===== config.mk =====
export PLATFORM = sky130hd
export DESIGN_NAME = branch_cond_unit_flat
export DESIGN_NICKNAME = d
export VERILOG_FILES = /design/src/rtl/branch_cond_if.sv /design/src/rtl/branch_cond_unit.sv /design/src/flat_wrapper.sv
export SDC_FILE = /design/constraint.sdc
export NUM_CORES = 1
export LEC_CHECK = 0
export ABC_AREA = 1
export ABC_CLOCK_PERIOD_IN_PS = 2320
export CORE_ASPECT_RATIO = 0.6
export CORE_MARGIN = 2
export CORE_UTILIZATION = 49
export DETAILED_ROUTE_END_ITERATION = 8
export MAX_ROUTING_LAYER = met4
export PLACE_DENSITY = 0.81
export SLEW_MARGIN = 20
export SYNTH_ARGS = -nofsm -noshare
export SYNTH_HDL_FRONTEND = slang
export SYNTH_SLANG_ARGS = --single-unit

===== constraint.sdc =====
create_clock -name clk -period 2.32 [get_ports clk]
set_input_delay 0.348 -clock clk [delete_from_list [all_inputs] [get_ports clk]]
set_output_delay 0.348 -clock clk [all_outputs]
set_load 0.005 [all_outputs]

===== src/rtl/branch_cond_if.sv =====
// Request/result handshake bundle for branch_cond_unit.
// The master side issues requests and takes results; the slave side is the unit.
interface branch_cond_if #(
    parameter int WIDTH = 16,
    parameter int TAG_W = 4
) ();
    logic             in_valid;
    logic             in_ready;
    logic [WIDTH-1:0] rddata;
    logic [WIDTH-1:0] rsdata;
    logic [WIDTH-1:0] ndata;
    logic [4:0]       cond;
    logic [TAG_W-1:0] in_tag;
    logic             out_valid;
    logic             out_ready;
    logic             out_jump;
    logic [TAG_W-1:0] out_tag;

    modport master (
        output in_valid, rddata, rsdata, ndata, cond, in_tag, out_ready,
        input  in_ready, out_valid, out_jump, out_tag
    );

    modport slave (
        input  in_valid, rddata, rsdata, ndata, cond, in_tag, out_ready,
        output in_ready, out_valid, out_jump, out_tag
    );
endinterface


===== src/rtl/branch_cond_unit.sv =====
// Two-stage branch condition evaluator with a loop counter.
// S1 captures the accepted request (operand B already selected, LOOP decision
// already taken against loop_cnt); S2 holds the resolved jump and its tag.
module branch_cond_unit #(
    parameter int WIDTH = 16,
    parameter int CNT_W = 16,
    parameter int TAG_W = 4
) (
    input  logic             clk,
    input  logic             rst_n,
    branch_cond_if.slave     bus,
    input  logic             flush,
    input  logic             cnt_load,
    input  logic [CNT_W-1:0] cnt_value,
    output logic [CNT_W-1:0] loop_cnt
);

    typedef enum logic [2:0] {
        OP_EQ   = 3'b000,
        OP_NE   = 3'b001,
        OP_GT   = 3'b010,
        OP_LT   = 3'b011,
        OP_ZERO = 3'b100,
        OP_NEG  = 3'b101,
        OP_ONES = 3'b110,
        OP_LOOP = 3'b111
    } op_e;

    // Stage 1 state
    logic             s1_valid;
    logic [WIDTH-1:0] s1_rd;
    logic [WIDTH-1:0] s1_b;
    logic             s1_signed;
    op_e              s1_op;
    logic [TAG_W-1:0] s1_tag;
    logic             s1_loop_jump;

    // Stage 2 state
    logic             s2_valid;

    logic             s2_free;
    logic             accept;
    op_e              in_op;
    logic             in_is_loop;
    logic             loop_jump_now;
    logic             s2_jump_d;

    assign in_op         = op_e'(bus.cond[2:0]);
    assign in_is_loop    = (in_op == OP_LOOP);
    // A LOOP jumps only if the counter stays non-zero after its decrement.
    assign loop_jump_now = (loop_cnt != '0) && (loop_cnt != CNT_W'(1));

    // S2 can take new data when empty or when its result leaves this cycle.
    assign s2_free      = !s2_valid || bus.out_ready;
    assign bus.in_ready = !flush && (!s1_valid || s2_free);
    assign accept       = bus.in_valid && bus.in_ready;
    assign bus.out_valid = s2_valid;

    // Resolve the condition from the registered S1 operands.
    always_comb begin
        // NOTE: default first so every path assigns s2_jump_d and no latch is inferred.
        s2_jump_d = 1'b0;
        case (s1_op)
            OP_EQ:   s2_jump_d = (s1_rd == s1_b);
            OP_NE:   s2_jump_d = (s1_rd != s1_b);
            OP_GT:   s2_jump_d = s1_signed ? ($signed(s1_rd) > $signed(s1_b)) : (s1_rd > s1_b);
            OP_LT:   s2_jump_d = s1_signed ? ($signed(s1_rd) < $signed(s1_b)) : (s1_rd < s1_b);
            OP_ZERO: s2_jump_d = (s1_rd == '0);
            OP_NEG:  s2_jump_d = s1_rd[WIDTH-1];
            OP_ONES: s2_jump_d = (s1_rd == '1);
            OP_LOOP: s2_jump_d = s1_loop_jump;
            default: s2_jump_d = 1'b0;
        endcase
    end

    // Stage 1: capture accepted requests, empty when the entry moves to S2.
    always_ff @(posedge clk or negedge rst_n) begin
        if (!rst_n) begin
            // NOTE: sequential state uses non-blocking assignments so all registers update together.
            s1_valid     <= 1'b0;
            s1_rd        <= '0;
            s1_b         <= '0;
            s1_signed    <= 1'b0;
            s1_op        <= OP_EQ;
            s1_tag       <= '0;
            s1_loop_jump <= 1'b0;
        end else if (flush) begin
            s1_valid <= 1'b0;
        end else if (accept) begin
            s1_valid     <= 1'b1;
            s1_rd        <= bus.rddata;
            s1_b         <= bus.cond[3] ? bus.ndata : bus.rsdata;
            s1_signed    <= bus.cond[4];
            s1_op        <= in_op;
            s1_tag       <= bus.in_tag;
            s1_loop_jump <= loop_jump_now;
        end else if (s2_free) begin
            s1_valid <= 1'b0;
        end
    end

    // Stage 2: registered result, held while the consumer stalls.
    always_ff @(posedge clk or negedge rst_n) begin
        if (!rst_n) begin
            s2_valid     <= 1'b0;
            bus.out_jump <= 1'b0;
            bus.out_tag  <= '0;
        end else if (flush) begin
            s2_valid     <= 1'b0;
            bus.out_jump <= 1'b0;
            bus.out_tag  <= '0;
        end else if (s2_free) begin
            s2_valid <= s1_valid;
            if (s1_valid) begin
                bus.out_jump <= s2_jump_d;
                bus.out_tag  <= s1_tag;
            end
        end
    end

    // Loop counter: a load wins over a LOOP decrement; flush blocks acceptance
    // so it never decrements, and earlier decrements stay taken.
    always_ff @(posedge clk or negedge rst_n) begin
        if (!rst_n) begin
            loop_cnt <= '0;
        end else if (cnt_load) begin
            loop_cnt <= cnt_value;
        end else if (accept && in_is_loop && (loop_cnt != '0)) begin
            loop_cnt <= loop_cnt - CNT_W'(1);
        end
    end

endmodule


===== src/flat_wrapper.sv =====
// flat-port wrapper written by rule: the top's interface ports become plain ports
module branch_cond_unit_flat 
#(
    parameter int WIDTH = 16,
    parameter int CNT_W = 16,
    parameter int TAG_W = 4
)
  (clk, rst_n, flush, cnt_load, cnt_value, loop_cnt, bus_in_valid, bus_rddata, bus_rsdata, bus_ndata, bus_cond, bus_in_tag, bus_out_ready, bus_in_ready, bus_out_valid, bus_out_jump, bus_out_tag);
  branch_cond_if #(.WIDTH(WIDTH), .TAG_W(TAG_W)) bus_i ();
  input  logic clk;
  input  logic rst_n;
  input  logic flush;
  input  logic cnt_load;
  input  logic [CNT_W-1:0] cnt_value;
  output logic [CNT_W-1:0] loop_cnt;
  input wire logic [$bits(bus_i.in_valid)-1:0] bus_in_valid;
  input wire logic [$bits(bus_i.rddata)-1:0] bus_rddata;
  input wire logic [$bits(bus_i.rsdata)-1:0] bus_rsdata;
  input wire logic [$bits(bus_i.ndata)-1:0] bus_ndata;
  input wire logic [$bits(bus_i.cond)-1:0] bus_cond;
  input wire logic [$bits(bus_i.in_tag)-1:0] bus_in_tag;
  input wire logic [$bits(bus_i.out_ready)-1:0] bus_out_ready;
  output wire logic [$bits(bus_i.in_ready)-1:0] bus_in_ready;
  output wire logic [$bits(bus_i.out_valid)-1:0] bus_out_valid;
  output wire logic [$bits(bus_i.out_jump)-1:0] bus_out_jump;
  output wire logic [$bits(bus_i.out_tag)-1:0] bus_out_tag;
  assign bus_i.in_valid = bus_in_valid;
  assign bus_i.rddata = bus_rddata;
  assign bus_i.rsdata = bus_rsdata;
  assign bus_i.ndata = bus_ndata;
  assign bus_i.cond = bus_cond;
  assign bus_i.in_tag = bus_in_tag;
  assign bus_i.out_ready = bus_out_ready;
  assign bus_in_ready = bus_i.in_ready;
  assign bus_out_valid = bus_i.out_valid;
  assign bus_out_jump = bus_i.out_jump;
  assign bus_out_tag = bus_i.out_tag;
  branch_cond_unit #(.WIDTH(WIDTH), .CNT_W(CNT_W), .TAG_W(TAG_W)) u_core (.clk(clk), .rst_n(rst_n), .bus(bus_i), .flush(flush), .cnt_load(cnt_load), .cnt_value(cnt_value), .loop_cnt(loop_cnt));
endmodule

* Yosys cells after proc, flatten, opt, wreduce, memory -nomap -nowiden
Cells that the tools add are included.
** Storage, ports and cells
- Memories :: 0
- Output and inout port bits :: 23
- Bits in read-only memories :: 0
- Input bits :: 79
- Word-level logic and storage cells :: 65
- Register bits :: 64
- Bits in latches :: 0
- Memory bits (writable) :: 0
** Cells by class
- Reductions and logical operators :: 19
- Mux-type cells :: 17
- Equal/unequal tests :: 12
- Shift operators :: 0
- Add/sub/neg operators :: 1
- Div/mod/pow operators :: 0
- $lt $le $gt $ge :: 4
- $mul :: 0
- Bitwise gates (word level) :: 1
** Operators with widths (number)
- two-way mux 16 bit :: 3
- > comparator 16 bit :: 2
- < comparator 16 bit :: 2
- equality test 16 bit :: 1
- equality test 16 bit, second input constant :: 1
- logical NOT 16 bit :: 1
- != test 16 x 1 -> 1 bit, second input constant :: 1
- != test 16 bit :: 1
- nonzero test 16 bit :: 1
- subtractor 16 x 1 -> 16 bit, second input constant :: 1
- equality test 3 bit, second input constant :: 5
- two-way mux 4 bit :: 3
- two-way mux 1 bit :: 10
- one-hot mux 1 bit (8 select lines) :: 1
- equality test 3 x 2 -> 1 bit, second input constant :: 2
- nonzero test 2 bit :: 3
- logical AND 1 bit :: 5
- AND reduction 2 bit :: 2
- equality test 3 x 1 -> 1 bit, second input constant :: 1
- logical NOT 1 bit :: 3
- logical NOT 3 bit :: 1
- nonzero test 3 bit :: 1
- logical OR 1 bit :: 2
- inverter 1 bit :: 1

* Longest topological paths before layout
Gate-level depths: netlist of run 1.
- Depth in word-level cells :: 9
- Gate-level depth with buffers :: 17
- Mapped depth without buffers :: 17

* Worst setup path after synthesis of run 1
Ideal clock, no wire load.
- Path type :: flip-flop to flip-flop
- Start point :: register u_core.loop_cnt[0]
- End point :: register u_core.loop_cnt[15]
- Library setup time :: 0.122 ns
- Clock period less this slack :: 1.639 ns
- Path slack :: 0.681 ns
- Stages on the path, launching flop included :: 12
- Required time :: 2.198 ns
- Buffers on the path :: 1
- Arrival :: 1.517 ns
- Cell sequence :: dfrtp_1 > inv_1 > ha_1 > nand2_2 > nor2_4 > nand2_1 > nand4_2 > nand2_4 > inv_4 > buf_12 > nand2_1 > nand3_2
** On the way
- Word-level cells in the longest chain between the ends :: 3
- Elaborated cells on any way between the ends :: 6
- Classes of those cells :: 1 x add/sub; 2 x mux; 3 x reduce/logical
** RTL lines
- start: declaration :: RTL line branch_cond_unit.sv:15 : output logic [CNT_W-1:0] loop_cnt
- start signal: assignment :: RTL line branch_cond_unit.sv:127 : loop_cnt <= cnt_value;
- start signal: assignment :: RTL line branch_cond_unit.sv:129 : loop_cnt <= loop_cnt - CNT_W'(1);
- subtractor 16 x 1 -> 16 bit / nonzero test 16 bit (equally long branches) :: RTL line branch_cond_unit.sv:129, branch_cond_unit.sv:128
- two-way mux 16 bit / logical AND 1 bit (equally long branches) :: RTL line branch_cond_unit.sv:128 : end else if (accept && in_is_loop && (loop_cnt != '0)) begin
- two-way mux 16 bit / nonzero test 2 bit (equally long branches)
Several ways; a longest one is shown, not always the timed one. The select of a mux whose other input is x is not followed.
A chain may end at the register's enable or synchronous reset.

* Worst setup path in the final report of run 1
- Start point :: register u_core.loop_cnt[0]
- End point :: register u_core.loop_cnt[2]
Same word-level chain as after synthesis.

==> results of run 1 <==
==> stage by stage <==
step / std cells / power, uW / hold slack (ns) / utilization, % / worst slack (ns)
global placement: 689 / 2240 / 0.385 / 66.6 / 0.265
global route: 705 / 3900 / 0.0503 / 70.9 / 0.132
CTS: 705 / 3720 / 0.0394 / 70.9 / 0.279
floorplan: 493 / 1880 / 0.0524 / - / 0.681
detailed placement: 689 / 2290 / 0.391 / 66.6 / 0.235
finish: 705 / 3700 / 0.0238 / 70.9 / 0.271
==> layout make-up <==
cell class	instances	area share, %
Sequential cell	64	30.7
Timing Repair Buffer	108	20.5
Multi-Input combinational cell	338	34.7
Tap cell	104	2.49
Inverter	75	5.44
Clock inverter	2	0.672
Clock buffer	14	5.44
==> how the worst max path moves through the flow <==
stage                        from                  end  cells past startpoint
2_1_floorplan  u_core.loop_cnt[0]  u_core.loop_cnt[15]                     11
3_3_place_gp                flush  u_core.loop_cnt[15]                     10
3_5_place_dp                flush  u_core.loop_cnt[15]                     10
4_1_cts        u_core.loop_cnt[0]   u_core.loop_cnt[2]                     10
5_1_grt        u_core.loop_cnt[0]  u_core.loop_cnt[15]                     10
6_report       u_core.loop_cnt[0]   u_core.loop_cnt[2]                     10
==> cell families after synthesis <==
group                      after synthesis  share of synthesized area, %
AOI/OAI and AO/OA                       93                          15.3
and+or+nand+nor                        219                          24.7
xor gates and xnor gates                 7                          1.62
adders and majority gates               18                          5.96
DFF                                     64                          42.4
buffers and inverters                   91                          9.76
muxes                                    1                         0.265
==> power breakdown <==
group	total, uW	internal [uW]	leakage [uW]	switching, uW
registers	1380	1270	0.000790	120
clock network	1420	947	0.000159	471
logic	896	431	0.00152	465
==> flip-flops by register name (all words and copies together), names as in the netlist <==
register              flops
u_core.bus.out_valid      1
u_core.s1_signed          1
u_core.loop_cnt          16
u_core.s1_rd             16
u_core.s1_valid           1
u_core.s1_b              16
u_core.s1_op              3
u_core.bus.out_tag        4
u_core.bus.out_jump       1
u_core.s1_loop_jump       1
u_core.s1_tag             4
==> layout by cell type, fill, tap and decap left out, types with 3 or more instances in the layout <==
cell type          n
nor2_2             5
o21ai_2            8
dfrtp_1           64
xor2_1             5
o211ai_2           4
a21oi_1           12
buf_4              6
clkbuf_16          9
o21ai_0           45
clkbuf_8           4
ha_1              18
nor3_1             6
inv_2              3
nand2_1          146
inv_1             70
nand3_1           14
clkdlybuf4s50_1  100
nor2_1            32
nand4_1            6
o211ai_1          18
==> per-layer routing <==
layer | track usage (%) | vias up
li1 | - | 1788
met1 | 34.7 | 1706
met2 | 37.9 | 106
met3 | 7.08 | 15
met4 | 6.83 | 0
met5 | - | -
==> critical path, stage by stage (launching register included) <==
cell and delay, ns:
dfrtp_1 0.44, inv_1 0.18, ha_1 0.31, nand2_2 0.12
nor2_4 0.19, nand2_1 0.10, nand4_2 0.11, nand2_4 0.15
buf_4 0.21, nand2_1 0.07, o21ai_2 0.05
==> out/summary.log, run 1 <==
qor: grt.antenna_found_initial 0
qor: synthesis.synth.most_common_cell nand2_1
qor: floorplan.io_pins 102
qor: synthesis.yosys_warnings 0
qor: route.wire_per_inst 13.8 um
qor: sta.setup_total_negative_slack 0 ns
qor: synthesis.ys_top_cells_by_count 146 x nand2_1, 70 x inv_1, 64 x dfrtp_1
qor: synthesis.synth_async_sr_flop_share 100%
qor: pwr.power_leakage 0.00247 uW
qor: pwr.peakVddDrop 0.478 mV
qor: sta.timing_max_transition_violations_final 0
qor: worst_hold_path.holdCritPathClass in -> async
qor: synthesis.syn_nets 590
qor: sta.final.period_utilization 88.3%
qor: worst_setup_path.reg2reg_to u_core.loop_cnt[2]
qor: cells_and_area.nNetsFinal 693
qor: worst_setup_path.worst_ep_arrival_time 2.27 ns
qor: worst_setup_path.worst_setup_path_start_kind register
qor: worst_setup_path.timing.critical_path.required 2.54 ns
qor: route.num_vias 3,615
qor: placement.dpl.hpwl 7420 um
qor: cells_and_area.multi_input_area 1810 um2
qor: grt.maximum_number_of_pins_on_one_net_before_global_route_repair 65
qor: clock_network.post_cts_buffers 0
qor: cells_and_area.layout-area-overhead-vs-synth 38.0%
qor: clock_network.cts_hold_buffers 0
qor: floorplan.design.die.area 8460 um2
qor: route.drt_pre_antenna_iters 5
qor: synthesis.synth.top_cell.area_share 42.4%
qor: worst_setup_path.worst-path-max-fanout 14
qor: worst_setup_path.rr_startpoint u_core.loop_cnt[0]
qor: clock_network.tritoncts done
qor: synthesis.netlist_area 3780 um2
qor: grt.globalRoute.totalOverflow 0
qor: grt.gr-usage-all-layers 25.5%
qor: route.drc_errors 0
qor: route.routed_wl 9700 um
qor: run_status.run_status completed
qor: floorplan.fp.dieW 117 um
qor: placement.placement.io_buffers 101
qor: clock_network.clock_tree.buffer_depth 2
qor: route.drt-initial-drc-count 333
qor: pwr.powerDensity 709 nW/um2
qor: floorplan.start_util 51.4%
qor: worst_setup_path.worst_setup_path_end_kind register
qor: clock_network.htree_levels 3
qor: worst_setup_path.timing.setup.critical_path_class reg -> reg
qor: synthesis.synth_cell_type_count 36
qor: grt.grt_pass1_wl 16,500 um
qor: cells_and_area.seq_area 1600 um2
qor: sta.setup_viol 0
qor: sta.final-hold-violation-count 0
qor: sta.grt_setup_unrepaired false
qor: cells_and_area.drive_above_1_share 8.99%
qor: route.routed.top_layer met4
qor: route.wl_met2 4230 um
qor: synthesis.avgSynthCellArea 7.67 um2
qor: placement.gp_congestion 0.898
qor: clock_network.cts-root-buf clkbuf_16
qor: sta.slew_headroom 61.7%
qor: cells_and_area.antenna_diode_count 0
qor: run.cap_violations 0
qor: sta.post-route-min-period 2.05 ns
qor: route.met3WireLength 600 um
qor: cells_and_area.finish.instance_area 5220 um2
qor: synthesis.synth_top_area_cell dfrtp_1
qor: route.wirelength_met1 4750 um
qor: clock_network.insertion_delay 0.33 ns
qor: clock_network.path_clk_slew 0.05 ns
qor: synthesis.synth_top_flop_cell dfrtp_1
qor: floorplan.placementRows 24
qor: floorplan.core_area 7360 um2
qor: clock_network.cts-buffers-inserted 9
qor: synthesis.seq_cells_post_synth 64
qor: synthesis.synth_edf_count 0
qor: cells_and_area.filler_cell_count 594
qor: route.postRouteAntennaNets 0
qor: route.viasPerCell 5.13
qor: clock_network.clkSinkCount 64
qor: sta.clock-skew-final 0.00574 ns
qor: worst_setup_path.reg2regPathDepth 10
qor: sta.tightestPinTransition 0.574 ns
qor: placement.dpl-instance-area 4900 um2
qor: floorplan.chipHeight 72.0 um
qor: worst_setup_path.worst_setup_slack_for_register_to_register_paths 0.27 ns
qor: grt.first_global_vias 3,441
qor: synthesis.synth_top_cells_by_area dfrtp_1 42%, nand2_1 14%, inv_1 6.9%
qor: synthesis.syn-instance-count 493
qor: synthesis.synth_sequential_area_ratio 42.4%
qor: clock_network.post_cts_resize_count 0
qor: sta.max_clock_freq 0.488 GHz
Power figures use the tool's default switching activity.
==> run 2, diff against run 1 <==
Settings changed: GPL_ROUTABILITY_DRIVEN from default to 0, SLEW_MARGIN 20 to 30.
==> run 2 against run 1 <==
  * Fmax grew 3.4%
  * Hold slack lost 0.0091 ns
  * Core utilization is the same
  * Clock-buffer cell count is the same
  * Die area is the same
  * Flip-flop and latch count is the same
  * Clock skew grew 0.0011 ns
  * Design area is the same
  * Largest power group unchanged
  * Highest routed layer unchanged
==> out/summary.log, run 2 (synthesis results as in run 1) <==
qor: clock_network.post_cts_buffers 0 [unchanged]
qor: route.routed_wl 10000 um [was 9700 um]
qor: clock_network.tritoncts done [unchanged]
qor: cells_and_area.final_common_cell nand2_1 [unchanged]
qor: sta.max_clock_freq 0.505 GHz [was 0.488 GHz]
qor: worst_setup_path.timing.critical_path.required 2.55 ns [was 2.54 ns]
qor: floorplan.design.die.area 8460 um2 [unchanged]
qor: worst_setup_path.worst_setup_path_end_kind register [unchanged]
qor: route.postRouteAntennaNets 0 [unchanged]
qor: run.cap_violations 0 [unchanged]
qor: route.num_vias 3,518 [was 3,615]
qor: sta.setup_total_negative_slack 0 ns [unchanged]
qor: floorplan.core_area 7360 um2 [unchanged]
qor: clock_network.cts-root-buf clkbuf_16 [unchanged]
qor: cells_and_area.postLayoutCoreUtil 70.9% [unchanged]
qor: worst_setup_path.reg2regPathDepth 10 [unchanged]
qor: sta.grt_setup_unrepaired false [unchanged]
qor: grt.maximum_number_of_pins_on_one_net_before_global_route_repair 65 [unchanged]
qor: sta.final.setup.worst_slack 0.339 ns [was 0.271 ns]
qor: clock_network.cts-buffers-inserted 9 [unchanged]
qor: cells_and_area.filler_cell_count 590 [was 594]
qor: pwr.power_leakage 0.00247 uW [unchanged]
qor: floorplan.fp.dieW 117 um [unchanged]
qor: floorplan.placementRows 24 [unchanged]
qor: cells_and_area.nNetsFinal 693 [unchanged]
qor: cells_and_area.drive_above_1_share 8.99% [unchanged]
qor: sta.final-hold-violation-count 0 [unchanged]
qor: floorplan.io_pins 102 [unchanged]
qor: worst_setup_path.reg2reg_to u_core.loop_cnt[2] [unchanged]
qor: cells_and_area.finish.instance_area 5220 um2 [unchanged]
qor: sta.slew_headroom 58.0% [was 61.7%]
qor: clock_network.post_cts_resize_count 0 [unchanged]
qor: clock_network.htree_levels 3 [unchanged]
qor: cells_and_area.seq_area 1600 um2 [unchanged]
qor: placement.pre_cts_slack 0.200 ns [was 0.235 ns]
qor: pwr.powerDensity 712 nW/um2 [was 709 nW/um2]
qor: grt.gr-usage-all-layers 26.2% [was 25.5%]
qor: cells_and_area.antenna_diode_count 0 [unchanged]
qor: cells_and_area.layout-area-overhead-vs-synth 38.0% [unchanged]
qor: cells_and_area.multi_input_area 1810 um2 [unchanged]
qor: run_status.run_status completed [unchanged]
qor: sta.worst_hold_slack 0.0147 ns [was 0.0238 ns]
qor: worst_setup_path.timing.setup.critical_path_class reg -> reg [unchanged]
qor: grt.globalRoute.totalOverflow 0 [unchanged]
qor: placement.placement.io_buffers 101 [unchanged]
qor: worst_setup_path.worst_ep_arrival_time 2.21 ns [was 2.27 ns]
qor: placement.dpl.hpwl 7390 um [was 7420 um]
qor: cells_and_area.biggestRegsByFlops u_core.loop_cnt (16), u_core.s1_b (16), u_core.s1_rd (16) [unchanged]
qor: worst_setup_path.worst-path-max-fanout 15 [was 14]
qor: floorplan.start_util 51.4% [unchanged]
qor: sta.setup_viol 0 [unchanged]
qor: worst_hold_path.holdCritPathClass in -> async [unchanged]
qor: placement.dpl-instance-area 4900 um2 [unchanged]
qor: floorplan.chipHeight 72.0 um [unchanged]
qor: sta.timing_max_transition_violations_final 0 [unchanged]
qor: route.wire_per_inst 14.2 um [was 13.8 um]
qor: route.drc_errors 0 [unchanged]
qor: pwr.peakVddDrop 0.475 mV [was 0.478 mV]
qor: worst_setup_path.worst_setup_slack_for_register_to_register_paths 0.34 ns [was 0.27 ns]
qor: route.viasPerCell 4.99 [was 5.13]
qor: clock_network.cts_hold_buffers 0 [unchanged]
qor: sta.final.period_utilization 85.4% [was 88.3%]
qor: worst_setup_path.worst_setup_path_start_kind register [unchanged]
qor: clock_network.insertion_delay 0.34 ns [was 0.33 ns]
qor: clock_network.clkSinkCount 64 [unchanged]
qor: grt.antenna_found_initial 0 [unchanged]
qor: grt.first_global_vias 3,529 [was 3,441]
qor: grt.grt_pass1_wl 17,000 um [was 16,500 um]
qor: sta.clock-skew-final 0.00684 ns [was 0.00574 ns]
qor: clock_network.clock_tree.buffer_depth 2 [unchanged]
qor: route.drt_pre_antenna_iters 5 [unchanged]
qor: worst_setup_path.rr_startpoint u_core.loop_cnt[0] [unchanged]
qor: sta.post-route-min-period 1.98 ns [was 2.05 ns]
qor: sta.tightestPinTransition 0.631 ns [was 0.574 ns]
qor: clock_network.path_clk_slew 0.05 ns [about the same]
qor: cells_and_area.mostFrequentLayoutCells 146 x nand2_1, 100 x clkdlybuf4s50_1, 70 x inv_1 [unchanged]
qor: route.drt-initial-drc-count 274 [was 333]
run 2: cell counts in the layout (fill, tap and decap cells not counted):
No cell type changed its count.
run 2: how the worst max path moves through the flow:
stage	start	end	slack (ns)	depth (start not counted)
2_1_floorplan	u_core.loop_cnt[0]	u_core.loop_cnt[15]	0.68	11
3_3_place_gp	flush	u_core.loop_cnt[15]	0.29	10
3_5_place_dp	bus_out_ready	u_core.loop_cnt[15]	0.20	12
4_1_cts	u_core.loop_cnt[0]	u_core.loop_cnt[2]	0.35	10
5_1_grt	u_core.loop_cnt[0]	u_core.loop_cnt[9]	0.1	10
6_report	u_core.loop_cnt[0]	u_core.loop_cnt[2]	0.34	10
run 2: cell type report:
class | count | share of cell area, %
Clock inverter | 2 | 0.672
Multi-Input combinational cell | 338 | 34.7
Inverter | 75 | 5.44
Sequential cell | 64 | 30.7
Clock buffer | 14 | 5.44
Tap cell | 104 | 2.49
Timing Repair Buffer | 108 | 20.5
run 2: critical path, cell delays in order (launching register included):
cell     delay [ns]
dfrtp_1        0.43
inv_1          0.15
ha_1           0.27
nand2_2        0.11
nor2_4         0.19
nand2_1        0.11
nand4_2        0.12
nand2_4        0.16
buf_4          0.21
nand2_1        0.06
o21ai_2        0.05
run 2: through the flow:
step	power, uW	cells
after CTS	3720	705
final	3720	705
after global routing	3910	705
after global placement	2240	689
after floorplan	1880	493
after detailed placement	2280	689
run 2: report_power, final:
group | internal, uW | switching (uW) | leakage, uW
combinational | 432 | 465 | 0.00152
sequential | 1260 | 120 | 0.000790
clock | 947 | 486 | 0.000159
total | 2640 | 1070 | 0.00247
run 2: layer usage:
metal | global-route usage, % | share of wire, % | wire length [um]
met1 | 35.5 | 49 | 4930
met2 | 40.1 | 44 | 4420
met3 | 5.66 | 5.2 | 517
met4 | 8.03 | 1.2 | 121
met5 | - | 0 | 0
==> run 3, diff against run 2 <==
Settings changed: CTS_CLUSTER_SIZE from default to 20.
==> results of run 3 <==
The final DEF is identical to that of run 2; final timing and power are the same.
